File: src/rtl/fir_pkg.sv
// Shared parameters, coefficient set and helpers for the fixed-coefficient FIR core.
package fir_pkg;

  localparam int unsigned WIDTH     = 24;
  localparam int unsigned TAPS      = 8;
  localparam int unsigned COEF_W    = 18;
  localparam int unsigned COEF_FRAC = 17;

  typedef logic signed [WIDTH-1:0] sample_t;

  // Q1.17 low-pass set, symmetric; element [k] multiplies x[k]
  localparam logic [TAPS-1:0][COEF_W-1:0] COEFS = {
    -18'sd1311, 18'sd0, 18'sd13107, 18'sd53740,
    18'sd53740, 18'sd13107, 18'sd0, -18'sd1311
  };

  function automatic int unsigned clog2(input int unsigned v);
    int unsigned r;
    r = 0;
    while ((64'd1 << r) < 64'(v)) r = r + 1;
    return r;
  endfunction

endpackage

File: src/rtl/fir_filter_core_if.sv
// Sample-in / filtered-sample-out bus between the sample source, the FIR core and its consumers.
interface fir_filter_core_if
  import fir_pkg::*;
#(
  parameter int unsigned WIDTH = fir_pkg::WIDTH
);
  logic signed [WIDTH-1:0] input_sig;
  logic                    ready;
  logic signed [WIDTH-1:0] filtred_sig;
  logic                    out_valid;

  modport master (output input_sig, ready, input filtred_sig, out_valid);
  modport slave  (input input_sig, ready, output filtred_sig, out_valid);
endinterface

File: src/rtl/fir_filter_sep.sv
// Symmetric (folded) FIR: pre-adds mirrored taps to halve the multiplier count.
module fir_filter_sep
  import fir_pkg::*;
(
  input  logic clk,
  input  logic rst,
  fir_filter_core_if.slave bus
);

  fir_filter_core #(.STRUCTURE(1)) u_core (
    .clk (clk),
    .rst (rst),
    .bus (bus)
  );

endmodule

File: src/rtl/fir_mac_tree.sv
// Registered multipliers followed by a combinational adder tree; operands arrive pre-added
// when the folded structure is used, so both structures share this block unchanged.
module fir_mac_tree
  import fir_pkg::*;
#(
  parameter int unsigned N      = 8,
  parameter int unsigned OP_W   = 25,
  parameter int unsigned COEF_W = 18,
  parameter int unsigned ACC_W  = 46
) (
  input  logic                     clk,
  input  logic                     rst,
  input  logic                     i_vld,
  input  logic signed [OP_W-1:0]   i_op   [N],
  input  logic signed [COEF_W-1:0] i_coef [N],
  output logic                     o_vld,
  output logic signed [ACC_W-1:0]  o_acc_c
);

  localparam int unsigned PROD_W = OP_W + COEF_W;

  logic signed [PROD_W-1:0] r_prod [N];
  logic                     r_vld;

  // Product stage only loads on a valid sample so it holds across idle cycles
  always_ff @(posedge clk or posedge rst) begin
    if (rst) begin
      for (int k = 0; k < int'(N); k++) r_prod[k] <= '0;
      r_vld <= 1'b0;
    end else begin
      if (i_vld) begin
        for (int k = 0; k < int'(N); k++)
          r_prod[k] <= PROD_W'(i_op[k]) * PROD_W'(i_coef[k]);
      end
      r_vld <= i_vld;
    end
  end

  always_comb begin
    o_acc_c = '0;
    for (int k = 0; k < int'(N); k++) o_acc_c = o_acc_c + ACC_W'(r_prod[k]);
  end

  assign o_vld = r_vld;

endmodule

File: src/rtl/fir_filter_core.sv
// Sample-strobed signed FIR: delay line -> registered products -> registered round/saturate.
// STRUCTURE selects direct form or symmetric pre-add; both give bit-identical outputs.
module fir_filter_core
  import fir_pkg::*;
#(
  parameter int unsigned WIDTH     = fir_pkg::WIDTH,
  parameter int unsigned TAPS      = fir_pkg::TAPS,
  parameter int unsigned COEF_W    = fir_pkg::COEF_W,
  parameter int unsigned COEF_FRAC = fir_pkg::COEF_FRAC,
  parameter int unsigned STRUCTURE = 0,
  parameter logic [TAPS-1:0][COEF_W-1:0] COEFS = fir_pkg::COEFS
) (
  input  logic clk,
  input  logic rst,
  fir_filter_core_if.slave bus
);

  localparam int unsigned OP_W  = WIDTH + 1;
  localparam int unsigned N_MUL = (STRUCTURE != 0) ? (TAPS + 1) / 2 : TAPS;
  localparam int unsigned ACC_W = WIDTH + COEF_W + clog2(TAPS) + 1;
  localparam int unsigned RND_W = ACC_W + 1;

  localparam logic signed [RND_W-1:0] HALF    = RND_W'(1) <<< (COEF_FRAC - 1);
  localparam logic signed [RND_W-1:0] SAT_MAX = (RND_W'(1) <<< (WIDTH - 1)) - RND_W'(1);
  localparam logic signed [RND_W-1:0] SAT_MIN = ~SAT_MAX;

  logic signed [WIDTH-1:0]  r_x [TAPS];
  logic                     r_x_vld;
  logic signed [OP_W-1:0]   w_op   [N_MUL];
  logic signed [COEF_W-1:0] w_coef [N_MUL];
  logic                     w_mac_vld;
  logic signed [ACC_W-1:0]  w_acc;
  logic signed [RND_W-1:0]  w_rnd;
  logic signed [RND_W-1:0]  w_shr;
  logic signed [WIDTH-1:0]  w_sat;
  logic signed [WIDTH-1:0]  r_out;
  logic                     r_out_vld;

  // Delay line advances only on a strobe; validity travels every clock
  always_ff @(posedge clk or posedge rst) begin
    if (rst) begin
      for (int k = 0; k < int'(TAPS); k++) r_x[k] <= '0;
      r_x_vld <= 1'b0;
    end else begin
      if (bus.ready) begin
        r_x[0] <= bus.input_sig;
        for (int k = 1; k < int'(TAPS); k++) r_x[k] <= r_x[k-1];
      end
      r_x_vld <= bus.ready;
    end
  end

  // Folded form pairs x[k] with its mirror; the unpaired middle tap passes through
  always_comb begin
    for (int k = 0; k < int'(N_MUL); k++) begin
      w_coef[k] = COEFS[k];
      if (STRUCTURE == 0 || ((TAPS % 2) == 1 && k == int'(TAPS / 2)))
        w_op[k] = OP_W'(r_x[k]);
      else
        w_op[k] = OP_W'(r_x[k]) + OP_W'(r_x[int'(TAPS) - 1 - k]);
    end
  end

  fir_mac_tree #(
    .N      (N_MUL),
    .OP_W   (OP_W),
    .COEF_W (COEF_W),
    .ACC_W  (ACC_W)
  ) u_mac (
    .clk     (clk),
    .rst     (rst),
    .i_vld   (r_x_vld),
    .i_op    (w_op),
    .i_coef  (w_coef),
    .o_vld   (w_mac_vld),
    .o_acc_c (w_acc)
  );

  // Round half up, then clamp to the output range
  always_comb begin
    w_rnd = RND_W'(w_acc) + HALF;
    w_shr = w_rnd >>> COEF_FRAC;
    if (w_shr > SAT_MAX)      w_sat = SAT_MAX[WIDTH-1:0];
    else if (w_shr < SAT_MIN) w_sat = SAT_MIN[WIDTH-1:0];
    else                      w_sat = w_shr[WIDTH-1:0];
  end

  always_ff @(posedge clk or posedge rst) begin
    if (rst) begin
      r_out     <= '0;
      r_out_vld <= 1'b0;
    end else begin
      if (w_mac_vld) r_out <= w_sat;
      r_out_vld <= w_mac_vld;
    end
  end

  assign bus.filtred_sig = r_out;
  assign bus.out_valid   = r_out_vld;

endmodule

File: src/flat_wrapper.sv
// flat-port wrapper written by rule: the top's interface ports become plain ports
module fir_filter_sep_flat import fir_pkg::*;
  (clk, rst, bus_input_sig, bus_ready, bus_filtred_sig, bus_out_valid);
  fir_filter_core_if bus_i ();
  input  logic clk;
  input  logic rst;
  input wire logic [$bits(bus_i.input_sig)-1:0] bus_input_sig;
  input wire logic [$bits(bus_i.ready)-1:0] bus_ready;
  output wire logic [$bits(bus_i.filtred_sig)-1:0] bus_filtred_sig;
  output wire logic [$bits(bus_i.out_valid)-1:0] bus_out_valid;
  assign bus_i.input_sig = bus_input_sig;
  assign bus_i.ready = bus_ready;
  assign bus_filtred_sig = bus_i.filtred_sig;
  assign bus_out_valid = bus_i.out_valid;
  fir_filter_sep u_core (.clk(clk), .rst(rst), .bus(bus_i));
endmodule
File: config.mk
export PLATFORM = sky130hd
export DESIGN_NAME = fir_filter_sep_flat
export DESIGN_NICKNAME = d
export VERILOG_FILES = /design/src/rtl/fir_pkg.sv /design/src/rtl/fir_filter_core_if.sv /design/src/rtl/fir_filter_sep.sv /design/src/rtl/fir_mac_tree.sv /design/src/rtl/fir_filter_core.sv /design/src/flat_wrapper.sv
export SDC_FILE = /design/constraint.sdc
export NUM_CORES = 2
export LEC_CHECK = 0
export CORE_ASPECT_RATIO = 0.8
export CORE_MARGIN = 2
export CORE_UTILIZATION = 60
export CTS_CLUSTER_DIAMETER = 200
export DETAILED_ROUTE_END_ITERATION = 6
export PLACE_DENSITY_LB_ADDON = 0.1
export SKIP_CTS_REPAIR_TIMING = 1
export SLEW_MARGIN = 10
export SYNTH_ARGS = -nofsm -noshare
export SYNTH_HDL_FRONTEND = slang
export SYNTH_HIERARCHICAL = 1
export SYNTH_SLANG_ARGS = --single-unit
File: constraint.sdc
create_clock -name clk -period 8.5 [get_ports clk]
set_input_delay 1.275 -clock clk [delete_from_list [all_inputs] [get_ports clk]]
set_output_delay 1.275 -clock clk [all_outputs]
set_load 0.1 [all_outputs]
# Word-level counts from Yosys, hierarchy flattened
# Index checks and enable logic that the tools add are counted.
# Widths: inputs -> output; s select.
# totals
inputBits	27
elab_cells	28
output_inout_bits	25
ff_bits	336
# classes
mul	3
n_mux	2
addsub	6
order_cmp	2
# ops
cell	n
$mul 25x15->40 const B	2
$add 24x24->25	3
$mux 24	2
$add 46x18->47 const B	1
$add 41x42->43	1
$add 37x40->41	1
$mul 25x12->37 const B	1
$gt 30x24->1 const B	1
$lt 30x24->1 const B	1

# Depth between registers and ports, before layout
# depth
ltp_word	6
depth_mapped	38
ltp_nobuf	37

# By module
# The synthesis kept the hierarchy.
# by_module_without_submodules
mod	area_per_inst_um2	cells_per_inst	instances	seq_area_each_um2
fir_mac_tree	73494.2	7953	1	4329.2
fir_filter_core	12944.9	1178	1	5455.2

# Least setup slack after synthesis
# OpenSTA, ideal clock, no wires.
# synth_path
kind	register to register
startpoint	register u_core/u_core/r_x[48] (netlist name)
endpoint	register, netlist name u_core/u_core/u_mac/r_prod[83]
path_stages_with_launch	37
path_slack_ps	-150
arrival_time_ps	8526
path_buffers	1
period_less_slack_ps	8650
t_required_ps	8375
path_cell_list	dfrtp_1 > ha_1 > inv_1 > fa_1 > nor2b_1 > o31a_1 > a21oi_1 > nand3_1 > a41o_1 > o311a_1 > o31ai_1 > nor3b_1 > a211oi_1 > clkbuf_1 > nand2_1 > inv_1 > fa_1 > inv_1 > fa_1 > fa_1 > inv_1 > fa_1 > fa_1 > inv_1 > fa_1 > inv_1 > ha_1 > and4_1 > and2_1 > a22o_1 > o211ai_1 > o2111ai_1 > o211ai_2 > o21bai_1 > a221oi_2 > xnor2_1 > mux2_2
# synth_rtl
item	line	source
from (decl)	fir_filter_core.sv:27	logic signed [WIDTH-1:0] r_x [TAPS];

==> out/qor.csv <==
stage;metric;value;unit
run_status;outcome;finished with violations;
run_status;violations;design-rule violations, negative setup slack;
critical_path;cp_common_cell;fa_1;
critical_path;r2r-start;u_core/u_core/r_x[48];
cells_and_area;multi_input_area;70570;um^2
logic_synthesis;syn_avg_cell_area;9.479;um^2
critical_path;startpoint_type;flop;
detailed_routing;drtIter0Drc;4641;
cells_and_area;stdcell_area;97580;um^2
floorplanning;rows;124;
sta;finalCritPeriodShare;1.002;
sta;finalSetupViolations;2;
detailed_routing;remaining_drc_errors;10;
logic_synthesis;yosys_warnings;6;
floorplanning;dieHeight;343.1;um
placed_design;gp_congestion;0.9663;
clock_tree;cts_htree_levels;2;
detailed_routing;postRouteWirelength;246300;um
critical_path;crit_type;reg2reg;
placed_design;pre_cts_ws;-0.2742;ns
floorplanning;initial_core_util;0.6040;
sta;relSlewSlack;0.2078;
clock_tree;cts_root_buffer;clkbuf_16;
worst_hold_path;hp-class;reg2reg;
cells_and_area;syn2layout_area_growth;13.17;%
floorplanning;io_pins;52;
clock_tree;cts_buffers;39;
cells_and_area;regArea;9788;um^2
clock_tree;path_clk_slew;0.07;ns
clock_tree;cts.sinks;391;
flow_run;drv.max_cap_violation_count;0;
critical_path;crit_arrival;8.98;ns
detailed_routing;vias_per_cell;5.390;
placed_design;io_buffer_count;51;
critical_path;max_stage_delay;0.59;ns
detailed_routing;drt-pass1-iter-count;7;
critical_path;cpMaxStageDelayCell;fa_1;
sta;tightest_slew;1.187;ns
clock_tree;insertion_delay;0.58;ns
grt;grt_max_degree;188;
critical_path;endpoint_kind;flop;
sta;final.setup_skew;0.02273;ns
cells_and_area;drive_gt1_frac;0.1351;
logic_synthesis;syn-cell-area;86220;um^2
clock_tree;max-clock-path-buffers;3;
detailed_routing;wl_per_cell;20.91;um
placed_design;dpl_cell_area;93880;um^2
grt;grt_usage;0.3406;
sta;slew_violations;0;
sta;rsz0062_at_grt;yes;
sta;finalHoldViolations;0;
critical_path;required;8.96;ns
grt;grt_pass1_wl;383800;um
clock_tree;cts_tree;built;
cells_and_area;postLayoutCoreUtil;0.6836;
cells_and_area;final_net_count;12300;
sta;finalWorstPathRequiredPeriod;8.520;ns
cells_and_area;fillers;11460;
sta;fmax;117.4;MHz
critical_path;path_max_fanout;6;
placed_design;place_hpwl;207200;um
critical_path;r2r_slack;-0.02;ns
floorplanning;dieWidth;427.8;um
grt;grt_pass1_vias;66730;
logic_synthesis;synthCells;9096;
worst_hold_path;hold_start;u_core/u_core/bus.filtred_sig[21];
floorplanning;fp.dieArea;146800;um^2
critical_path;critPathLaunch;u_core/u_core/r_x[48];
grt;grt-ovfl-total;0;
floorplanning;core;142700;um^2
grt;antenna_found_initial;13;
detailed_routing;dr_total_vias;63470;
detailed_routing;postRouteAntennaNets;0;
sta;finalWorstSetupSlack;-0.02040;ns
-- layout make-up --
class | count | area share
inverter | 2108 | 0.08130
multi-input combinational | 6678 | 0.7233
clock inverter | 14 | 0.001757
clock buffer | 57 | 0.01204
antenna | 6 | 0.0001539
sequential | 391 | 0.1003
tap | 1890 | 0.02424
timing repair buffer | 633 | 0.05693
-- state kept, by name, summed over array words and instances (netlist names) --
signal / cells
u_core/u_core/bus.filtred_sig: 24
u_core/u_core/u_mac/r_prod: 172
u_core/u_core/u_mac/o_vld: 1
u_core/u_core/bus.out_valid: 1
u_core/u_core/r_x: 192
u_core/u_core/r_x_vld: 1
-- placed cells by master (no fill, tap or decap), types with 16 or more instances in the layout --
master	count
a211oi_1	16
a21o_1	125
a21oi_1	199
a21oi_2	32
a31oi_1	21
and2_1	652
and3_1	23
buf_12	44
buf_4	507
buf_6	27
clkbuf_16	41
clkdlybuf4s50_1	50
conb_1	445
dfrtp_1	390
fa_1	1815
fa_2	40
ha_1	527
ha_4	36
inv_1	2068
inv_2	36
mux2_2	313
nand2_1	1177
nand2_2	18
nand2b_1	45
nand3_1	60
nand4_1	19
nor2_1	234
nor2b_1	26
nor3_1	36
o211ai_1	18
o21a_1	31
o21ai_0	108
o21ai_1	23
o21bai_1	25
o22a_1	22
xnor2_1	183
xnor2_2	25
xor2_1	71
-- final timing paths --
kind                                                endpoint  depth (start not counted)
min in group asynchronous   u_core/u_core/bus.filtred_sig[9]                          2
max in group asynchronous             u_core/u_core/r_x[115]                          3
min reg2reg                u_core/u_core/bus.filtred_sig[21]                          1
max reg2reg                   u_core/u_core/u_mac/r_prod[83]                         35
max                           u_core/u_core/u_mac/r_prod[83]                         35
min                        u_core/u_core/bus.filtred_sig[21]                          1
-- through the flow --
stage / TNS [ns] / hold WS, ns / std cells
2_1_floorplan: 0 / 0.3487 / 9539
3_3_place_gp: -0.3760 / 0.4808 / 11630
3_5_place_dp: -3.599 / 0.4867 / 11630
4_1_cts: -4.687 / 0.5016 / 11700
5_1_grt: -3.386 / 0.5131 / 11770
6_report: -0.02797 / 0.4972 / 11780
-- worst max-delay path, delay by kind of cell (launching register included) --
family | cells | cell delay (ns)
adders and majority gates | 9 | 3.50
AOI/OAI and AO/OA | 12 | 2.83
and+or+nand+nor | 4 | 0.60
buffers and inverters | 7 | 0.47
DFF | 1 | 0.41
xor gates and xnor gates | 2 | 0.32
muxes | 1 | 0.26
-- metal layers --
metal / up-vias / GRT usage / part of all wire
li1: 28330 / - / -
met1: 32640 / 0.5193 / 0.45
met2: 2231 / 0.5221 / 0.44
met3: 271 / 0.06116 / 0.088
met4: 6 / 0.05304 / 0.019
met5: - / 0 / 0.00017
Power is not shown: default switching activity piles up to over one toggle a cycle in this logic, so the estimate is an artifact.
